File: src/rtl/conv_pkg.sv
// Stage encodings and widths shared by the convolution stage controller
// and the weight cache.
package conv_pkg;

  localparam int STAGE_W = 3;

  typedef enum logic [STAGE_W-1:0] {
    ST_INIT    = 3'd0,
    ST_PRELOAD = 3'd1,
    ST_ROW_0   = 3'd2,
    ST_ROW_1   = 3'd3,
    ST_ROW_2   = 3'd4,
    ST_BIAS    = 3'd5,
    ST_LOAD    = 3'd6,
    ST_IDLE    = 3'd7
  } stage_e;

  function automatic int max_int(input int a, input int b);
    return (a > b) ? a : b;
  endfunction

endpackage

File: src/rtl/conv_phase_timer.sv
// Loadable down-counter with a zero flag; times every stage of the
// convolution stage controller.
module conv_phase_timer #(
  parameter int WIDTH = 3
) (
  input  logic             clk,
  input  logic             rst_n,
  input  logic             i_load,
  input  logic [WIDTH-1:0] i_load_val,
  input  logic             i_en,
  output logic             o_zero
);

  logic [WIDTH-1:0] r_count;

  // Saturates at zero so a counter left idle never wraps.
  always_ff @(posedge clk or negedge rst_n) begin
    if (!rst_n) begin
      r_count <= '0;
    end else if (i_load) begin
      r_count <= i_load_val;
    end else if (i_en && (r_count != '0)) begin
      r_count <= r_count - WIDTH'(1);
    end
  end

  assign o_zero = (r_count == '0);

endmodule

File: src/rtl/conv_stage_ctrl.sv
// Stage sequencer for the convolution engine: PRELOAD, then per output row
// ROW_0..ROW_2 and BIAS, with LOAD between rows. Optional macro
// CONV_STAGE_CTRL_HOLD_EN adds an i_hold input that freezes a running job.
module conv_stage_ctrl
  import conv_pkg::*;
#(
  parameter int IMAGE_SIZE  = 8,
  parameter int KERNEL_SIZE = 3,
  parameter int ARRAY_SIZE  = 6
) (
  input  logic         clk,
  input  logic         rst_n,
  input  logic         i_start,
`ifdef CONV_STAGE_CTRL_HOLD_EN
  input  logic         i_hold,
`endif
  output logic [2:0]   o_current_state,
  output logic [2:0]   o_row_idx,
  output logic         o_busy,
  output logic         o_done
);

  localparam int MAX_DUR = max_int(IMAGE_SIZE, KERNEL_SIZE);
  localparam int CNT_W   = (MAX_DUR > 1) ? $clog2(MAX_DUR) : 1;
  localparam logic [CNT_W-1:0] IMG_LD  = CNT_W'(IMAGE_SIZE - 1);
  localparam logic [CNT_W-1:0] KER_LD  = CNT_W'(KERNEL_SIZE - 1);
  localparam logic [2:0]       LAST_ROW = 3'(ARRAY_SIZE - 1);

  stage_e           r_state;
  stage_e           r_out_state;
  logic [2:0]       r_row_idx;
  stage_e           w_next;
  logic             w_load;
  logic [CNT_W-1:0] w_load_val;
  logic             w_zero;
  logic             w_hold;

`ifdef CONV_STAGE_CTRL_HOLD_EN
  assign w_hold = i_hold && (r_state != ST_INIT) && (r_state != ST_IDLE);
`else
  assign w_hold = 1'b0;
`endif

  conv_phase_timer #(.WIDTH(CNT_W)) u_timer (
    .clk        (clk),
    .rst_n      (rst_n),
    .i_load     (w_load),
    .i_load_val (w_load_val),
    .i_en       (!w_hold),
    .o_zero     (w_zero)
  );

  // Stage transitions; the timer is reloaded with the new stage's duration minus one.
  always_comb begin
    w_next = r_state;
    if (!w_hold) begin
      case (r_state)
        ST_INIT, ST_IDLE: if (i_start) w_next = ST_PRELOAD;
        ST_PRELOAD:       if (w_zero) w_next = ST_ROW_0;
        ST_ROW_0:         if (w_zero) w_next = ST_ROW_1;
        ST_ROW_1:         if (w_zero) w_next = ST_ROW_2;
        ST_ROW_2:         if (w_zero) w_next = ST_BIAS;
        ST_BIAS:          if (w_zero) w_next = (r_row_idx < LAST_ROW) ? ST_LOAD : ST_IDLE;
        ST_LOAD:          if (w_zero) w_next = ST_ROW_0;
        default:          w_next = ST_INIT;
      endcase
    end
    w_load = (w_next != r_state);
    case (w_next)
      ST_PRELOAD, ST_LOAD:          w_load_val = IMG_LD;
      ST_ROW_0, ST_ROW_1, ST_ROW_2: w_load_val = KER_LD;
      default:                      w_load_val = '0;
    endcase
  end

  always_ff @(posedge clk or negedge rst_n) begin
    if (!rst_n) begin
      r_state     <= ST_INIT;
      r_out_state <= ST_INIT;
      r_row_idx   <= 3'd0;
      o_busy      <= 1'b0;
      o_done      <= 1'b0;
    end else begin
      r_state     <= w_next;
      r_out_state <= w_hold ? ST_IDLE : w_next;
      o_done      <= 1'b0;
      if (w_load && (w_next == ST_PRELOAD)) begin
        r_row_idx <= 3'd0;
        o_busy    <= 1'b1;
      end
      if ((r_state == ST_LOAD) && (w_next == ST_ROW_0)) begin
        r_row_idx <= r_row_idx + 3'd1;
      end
      if (w_load && (w_next == ST_IDLE)) begin
        o_busy <= 1'b0;
        o_done <= 1'b1;
      end
    end
  end

  assign o_current_state = r_out_state;
  assign o_row_idx       = r_row_idx;

endmodule

File: config.mk
export PLATFORM = sky130hd
export DESIGN_NAME = conv_stage_ctrl
export DESIGN_NICKNAME = d
export VERILOG_FILES = /design/src/rtl/conv_pkg.sv /design/src/rtl/conv_phase_timer.sv /design/src/rtl/conv_stage_ctrl.sv
export SDC_FILE = /design/constraint.sdc
export NUM_CORES = 1
export LEC_CHECK = 0
export CAP_MARGIN = 20
export CORE_UTILIZATION = 40
export CTS_CLUSTER_SIZE = 28
export DETAILED_ROUTE_END_ITERATION = 10
export GPL_ROUTABILITY_DRIVEN = 0
export PLACE_DENSITY = 0.63
export SLEW_MARGIN = 10
export SYNTH_ARGS = -nofsm -noshare
export SYNTH_HDL_FRONTEND = slang
export SYNTH_SLANG_ARGS = --single-unit
File: constraint.sdc
create_clock -name clk -period 2.7 [get_ports clk]
set_input_delay 0.675 -clock clk [delete_from_list [all_inputs] [get_ports clk]]
set_output_delay 0.675 -clock clk [all_outputs]
set_load 0.01 [all_outputs]
After elaboration in Yosys (flattened, before gate mapping)

Index checks and enable logic that the tools add are counted.

Flip-flop bits (word level): 11

Add/sub/neg operators: 2
Magnitude comparators: 1
Equal/unequal tests: 14
Muxes and demuxes: 16
Reduce and logical (&&, ||, !) cells: 13

Operators by type and width:

| operator                                          | count |
|---|---|
| 2-to-1 mux 3 bit                                  | 10 |
| == test 3 bit, second input constant              | 7 |
| case mux 3 bit (6 select lines)                   | 1 |
| == test 3 x 2 -> 1 bit, second input constant     | 4 |
| == test 3 x 1 -> 1 bit, second input constant     | 2 |
| zero test 3 bit                                   | 2 |
| case mux 3 bit (2 select lines)                   | 1 |
| nonzero test 2 bit                                | 3 |
| OR reduction 2 bit                                | 3 |
| 2-to-1 mux 1 bit                                  | 4 |
| adder 3 x 1 -> 3 bit, second input constant       | 1 |
| logical AND 1 bit                                 | 3 |
| less-than comparator 3 bit, second input constant | 1 |
| != test 3 bit                                     | 1 |
| nonzero test 3 bit                                | 1 |
| OR reduction 3 bit                                | 1 |
| subtractor 3 x 1 -> 3 bit, second input constant  | 1 |

Logic depth before layout (Yosys ltp)

Depth in word-level cells: 8
Depth in mapped cells: 7
Mapped depth without buffers: 6

Cells and area by module

From an unflattened synthesis, not the netlist that was laid out.

Cell total of the unflattened synthesis: 85
Area, all modules: 765.7 um2

Modules (own cells, without submodules):

| module           | instances | cells an instance | area an instance (um2) |
|---|---|---|---|
| conv_stage_ctrl  | 1         | 66                | 575.6 |
| conv_phase_timer | 1         | 19                | 190.2 |

Worst setup path after synthesis

OpenSTA, ideal clock, no wires.

Kind: flip-flop to flip-flop
Start point: reg u_timer.r_count[0]
End point: reg u_timer.r_count[1]
Arrival time: 1564 ps
Required time: 2574 ps
Setup slack: 1010 ps
Stages on the path, launching flop included: 8
Buffers on the path: 1
Period minus slack after synthesis: 1690 ps
Cells stage by stage: dfrtp_1 -> inv_1 -> ha_1 -> nor2b_1 -> buf_6 -> a311oi_2 -> o211ai_2 -> o311a_1

Cells in the longest elaborated chain, start to end: 7
Elaborated cells between the ends (all ways): 21
Those cells by class: add/sub (1); eq/ne (6); mux (9); reduce/logical (5)

RTL lines:

| item                                                            | RTL line               | text |
|---|---|---|
| start: declaration                                              | conv_phase_timer.sv:14 | `logic [WIDTH-1:0] r_count;` |
| start signal: assignment                                        | conv_phase_timer.sv:21 | `r_count <= i_load_val;` |
| start signal: assignment                                        | conv_phase_timer.sv:23 | `r_count <= r_count - WIDTH'(1);` |
| zero test 3 bit                                                 | conv_phase_timer.sv:27 | `assign o_zero = (r_count == '0);` |
| 2-to-1 mux 3 bit (on tied branches)                             | --                     |  |
| case mux 3 bit (6 select lines)                                 | conv_stage_ctrl.sv:57  | `case (r_state)` |
| == test 3 x 2 -> 1 bit (tied with other cells)                  | conv_stage_ctrl.sv:69  | `case (w_next)` |
| OR reduction 3 bit / OR reduction 2 bit (equally long branches) | conv_stage_ctrl.sv:69  |  |
| case mux 3 bit (2 select lines)                                 | conv_stage_ctrl.sv:69  |  |
| 2-to-1 mux 3 bit                                                | conv_phase_timer.sv:20 | `end else if (i_load) begin` |

Several ways; a longest one is shown, not always the timed one. The select of a mux whose other input is x is not followed.
A chain may end at the register's enable or synchronous reset.

Final worst setup path

Start point: reg r_out_state[0] (netlist: o_current_state[0])
End point: out o_current_state[0]

RTL lines:

| item                     | RTL line              | text |
|---|---|---|
| start: declaration       | conv_stage_ctrl.sv:30 | `stage_e r_out_state;` |
| start signal: assignment | conv_stage_ctrl.sv:85 | `r_out_state <= w_hold ? ST_IDLE : w_next;` |
| end: declaration         | conv_stage_ctrl.sv:17 | `output logic [2:0] o_current_state,` |

No word-level cell between the ends.

==> run metrics <==
status=completed; largest net degree at the start of global routing=21; ys flop type=dfrtp_1; Max Clock Skew=around 0.0044 ns; CP top delay family=flip-flops; CP Cell Sequence=clkdlybuf4s50_1; DR vias/cell=5.611; Worst Hold Depth=1; Starting DRT DRC Count=13; RSZ-0062 raised after global routing=false; Final Hold Viols=0; Worst Tran Pin Value=0.5319 ns; Routed Antenna Nets=0; die height=45.03 um; Post-synth EDFFs=0; CTS tree=done; share of the synthesized area in the top cell type=a little under two fifths; final instance area=a little under 900 um2; Synth Area per Inst=9.376 um2; initial antenna violation count=0; largest area contributor in the netlist=dfrtp_1; Synth area leaders=dfrtp_1 37%, ha_1 5.1%, o21ai_0 4.7%, a21oi_1 4.1%, mux2i_1 4.1%; Ant. Diodes=0; hold endpoint=u_timer.r_count[1]; worst reg2reg path depth=7; nature of the critical path endpoint=output pin; R2R Path End=u_timer.r_count[1]; Final nets=95; CTS sink count=11; fin crit period=approximately 2.3 ns; overall routing resource usage=between 15 and 20%; ys async rst share=100.0%; Layout area overhead=18.24%; r2r setup slk=0.88 ns; Ys Warns=0; H-Tree Depth=1; Slew headroom=64.54%; post-synth cell types=37; die width=between 40 and 50 um; First-pass DRT Iterations=4; Synth Instances=79; fin. max-slew vios=0; total number of vias=634; later-pin clock latency in the skew report=approximately 0.27 ns; CP max-delay cell=dfrtp_1; maximum vdd ir drop=between 0.5 and 0.6 mV; wire length per cell=~13 um; clock transition at the registers of the reported paths=approximately 0.07 ns; dpl cell area=849.6 um2; Total Wirelength=1428 um; full die area=0.002028 mm2; crit path max fanout=20; Clock Tree Buf Depth=2; starting density of the core=42.90%; first-pass GRT wire length=2318 um; CTS buffer count=3; power density cells=1012 mW/mm2; Critical Path RT=2.03 ns; vias in the first global route=507; HP Class=reg2reg; CP startpoint kind=register; FF+latch count, synth=11; Arr. time, crit path=1.59 ns; part of the cycle the worst path needs=approximately 84%; core box area=0.001727 mm2; I/O pin cnt=11; grt total ovfl=0; Buf/Inv on CP=1; IO buf count=10; final setup TNS=0 ns; residual DRC count=0; worst reg2reg startpoint=u_timer.r_count[0]; FILL cells=178; Mapped Area=740.7 um2; postcts setup bufs=0; Synth Net Count=85; Setup violations, final=0; sequential element share of the synthesized area=37.16%; Crit Path Class=reg2out; ratio of cells with drive above 1 in the final layout=a little under an eighth; hold_sp=u_timer.r_count[1]; # rows=15; Max Cap Violations=0; critical path's largest stage delay=0.68 ns; Gates resized, CTS repair=0; Root Driver=clkbuf_4; post-DP HPWL=979 um; CTS Hold Bufs=0; FMAX=0.4423 GHz; leakage=around 0.37 nW
-- synth_stat cells, drive strengths merged (2+ instances only) --
library cell	n
nor3	2
clkbuf	3
nand2	3
buf	4
nor2b	2
ha	3
nand4	2
mux2i	3
o21ai	8
a21oi	6
a2111oi	2
dfrtp	11
inv	4
and2	2
nor2	5
-- registers in the layout, indices dropped and copies added (netlist names) --
name and cells:
o_busy 1, o_current_state 3, o_done 1, o_row_idx 3
u_timer.r_count 3
-- final cells by class --
type	count	area, um2	area share [%]
multi-input combinational	57	412.9	47.14
sequential	11	275.3	31.43
timing repair buffer	12	115.1	13.14
tap	25	31.28	3.571
clock buffer	4	26.28	3.000
inverter	4	15.01	1.714
-- per-layer routing --
| layer | GRT usage (%) | vias to the layer above | share of wire (%) |
|---|---|---|---|
| met2 | 22.32 | 21 | 43 |
| met1 | 23.29 | 293 | 50 |
| met5 | 0 | - | 0 |
| met3 | 6.000 | 4 | 5.2 |
| met4 | 5.455 | 0 | 2.0 |
| li1 | - | 316 | - |
-- metrics by stage --
stage          hold slack, ns  total power (W)  std cells  utilization, %  setup slack [ns]
6_report               0.5459        0.0008863        113           50.72            0.4392
5_1_grt                0.5766        0.0009647        113           50.72            0.3460
4_1_cts                0.5461        0.0008865        113           50.72            0.4460
3_5_place_dp           0.5265        0.0007682        109           49.20            0.3589
3_3_place_gp           0.5296        0.0007703        109           49.20            0.4090
2_1_floorplan          0.3794        0.0006558         79               -             1.010
-- power breakdown --
part	switching (W)	internal [W]	leakage (nW)	total, W
Combinational	0.000244	0.000224	0.215	0.000468
Clock	0.0000574	0.0000572	0.0150	0.000115
Sequential	0.0000858	0.000217	0.136	0.000303
Total	0.000388	0.000499	0.366	0.000886
-- cells in the final DEF, fill, tap and decap left out, types with 2 or more instances in the layout --
cell type,n
nand4_1,2
dfrtp_1,11
nor3_1,2
and2_1,2
nor2b_1,2
ha_1,3
clkdlybuf4s50_1,10
mux2i_1,3
inv_1,3
buf_4,2
nand2_1,3
clkbuf_4,3
o21ai_0,7
nor2_1,5
a2111oi_0,2
a21oi_1,6
-- how the worst max path moves through the flow --
stage          cells after the start          startpoint  slack [ns]                 end
2_1_floorplan                      7  u_timer.r_count[0]        1.01  u_timer.r_count[1]
3_3_place_gp                       5             i_start        0.41  u_timer.r_count[1]
3_5_place_dp                       5             i_start        0.36  u_timer.r_count[1]
4_1_cts                            1  o_current_state[0]        0.45  o_current_state[0]
5_1_grt                            1  o_current_state[0]        0.35  o_current_state[0]
6_report                           1  o_current_state[0]        0.44  o_current_state[0]
-- logic make-up (layout without fill, tap and decap cells) --
kind of cell,Yosys count,after routing,synth area share (%)
AO/OA/AOI/OAI,26,26,25.17
AND/OR/NAND/NOR,23,23,18.75
flip-flops,11,11,37.16
buffers and inverters,11,20,7.093
multiplexers,4,4,5.574
adder cells (fa/ha/maj),3,3,5.068
XOR/XNOR,1,1,1.183
(Power assumes the default switching activity.)
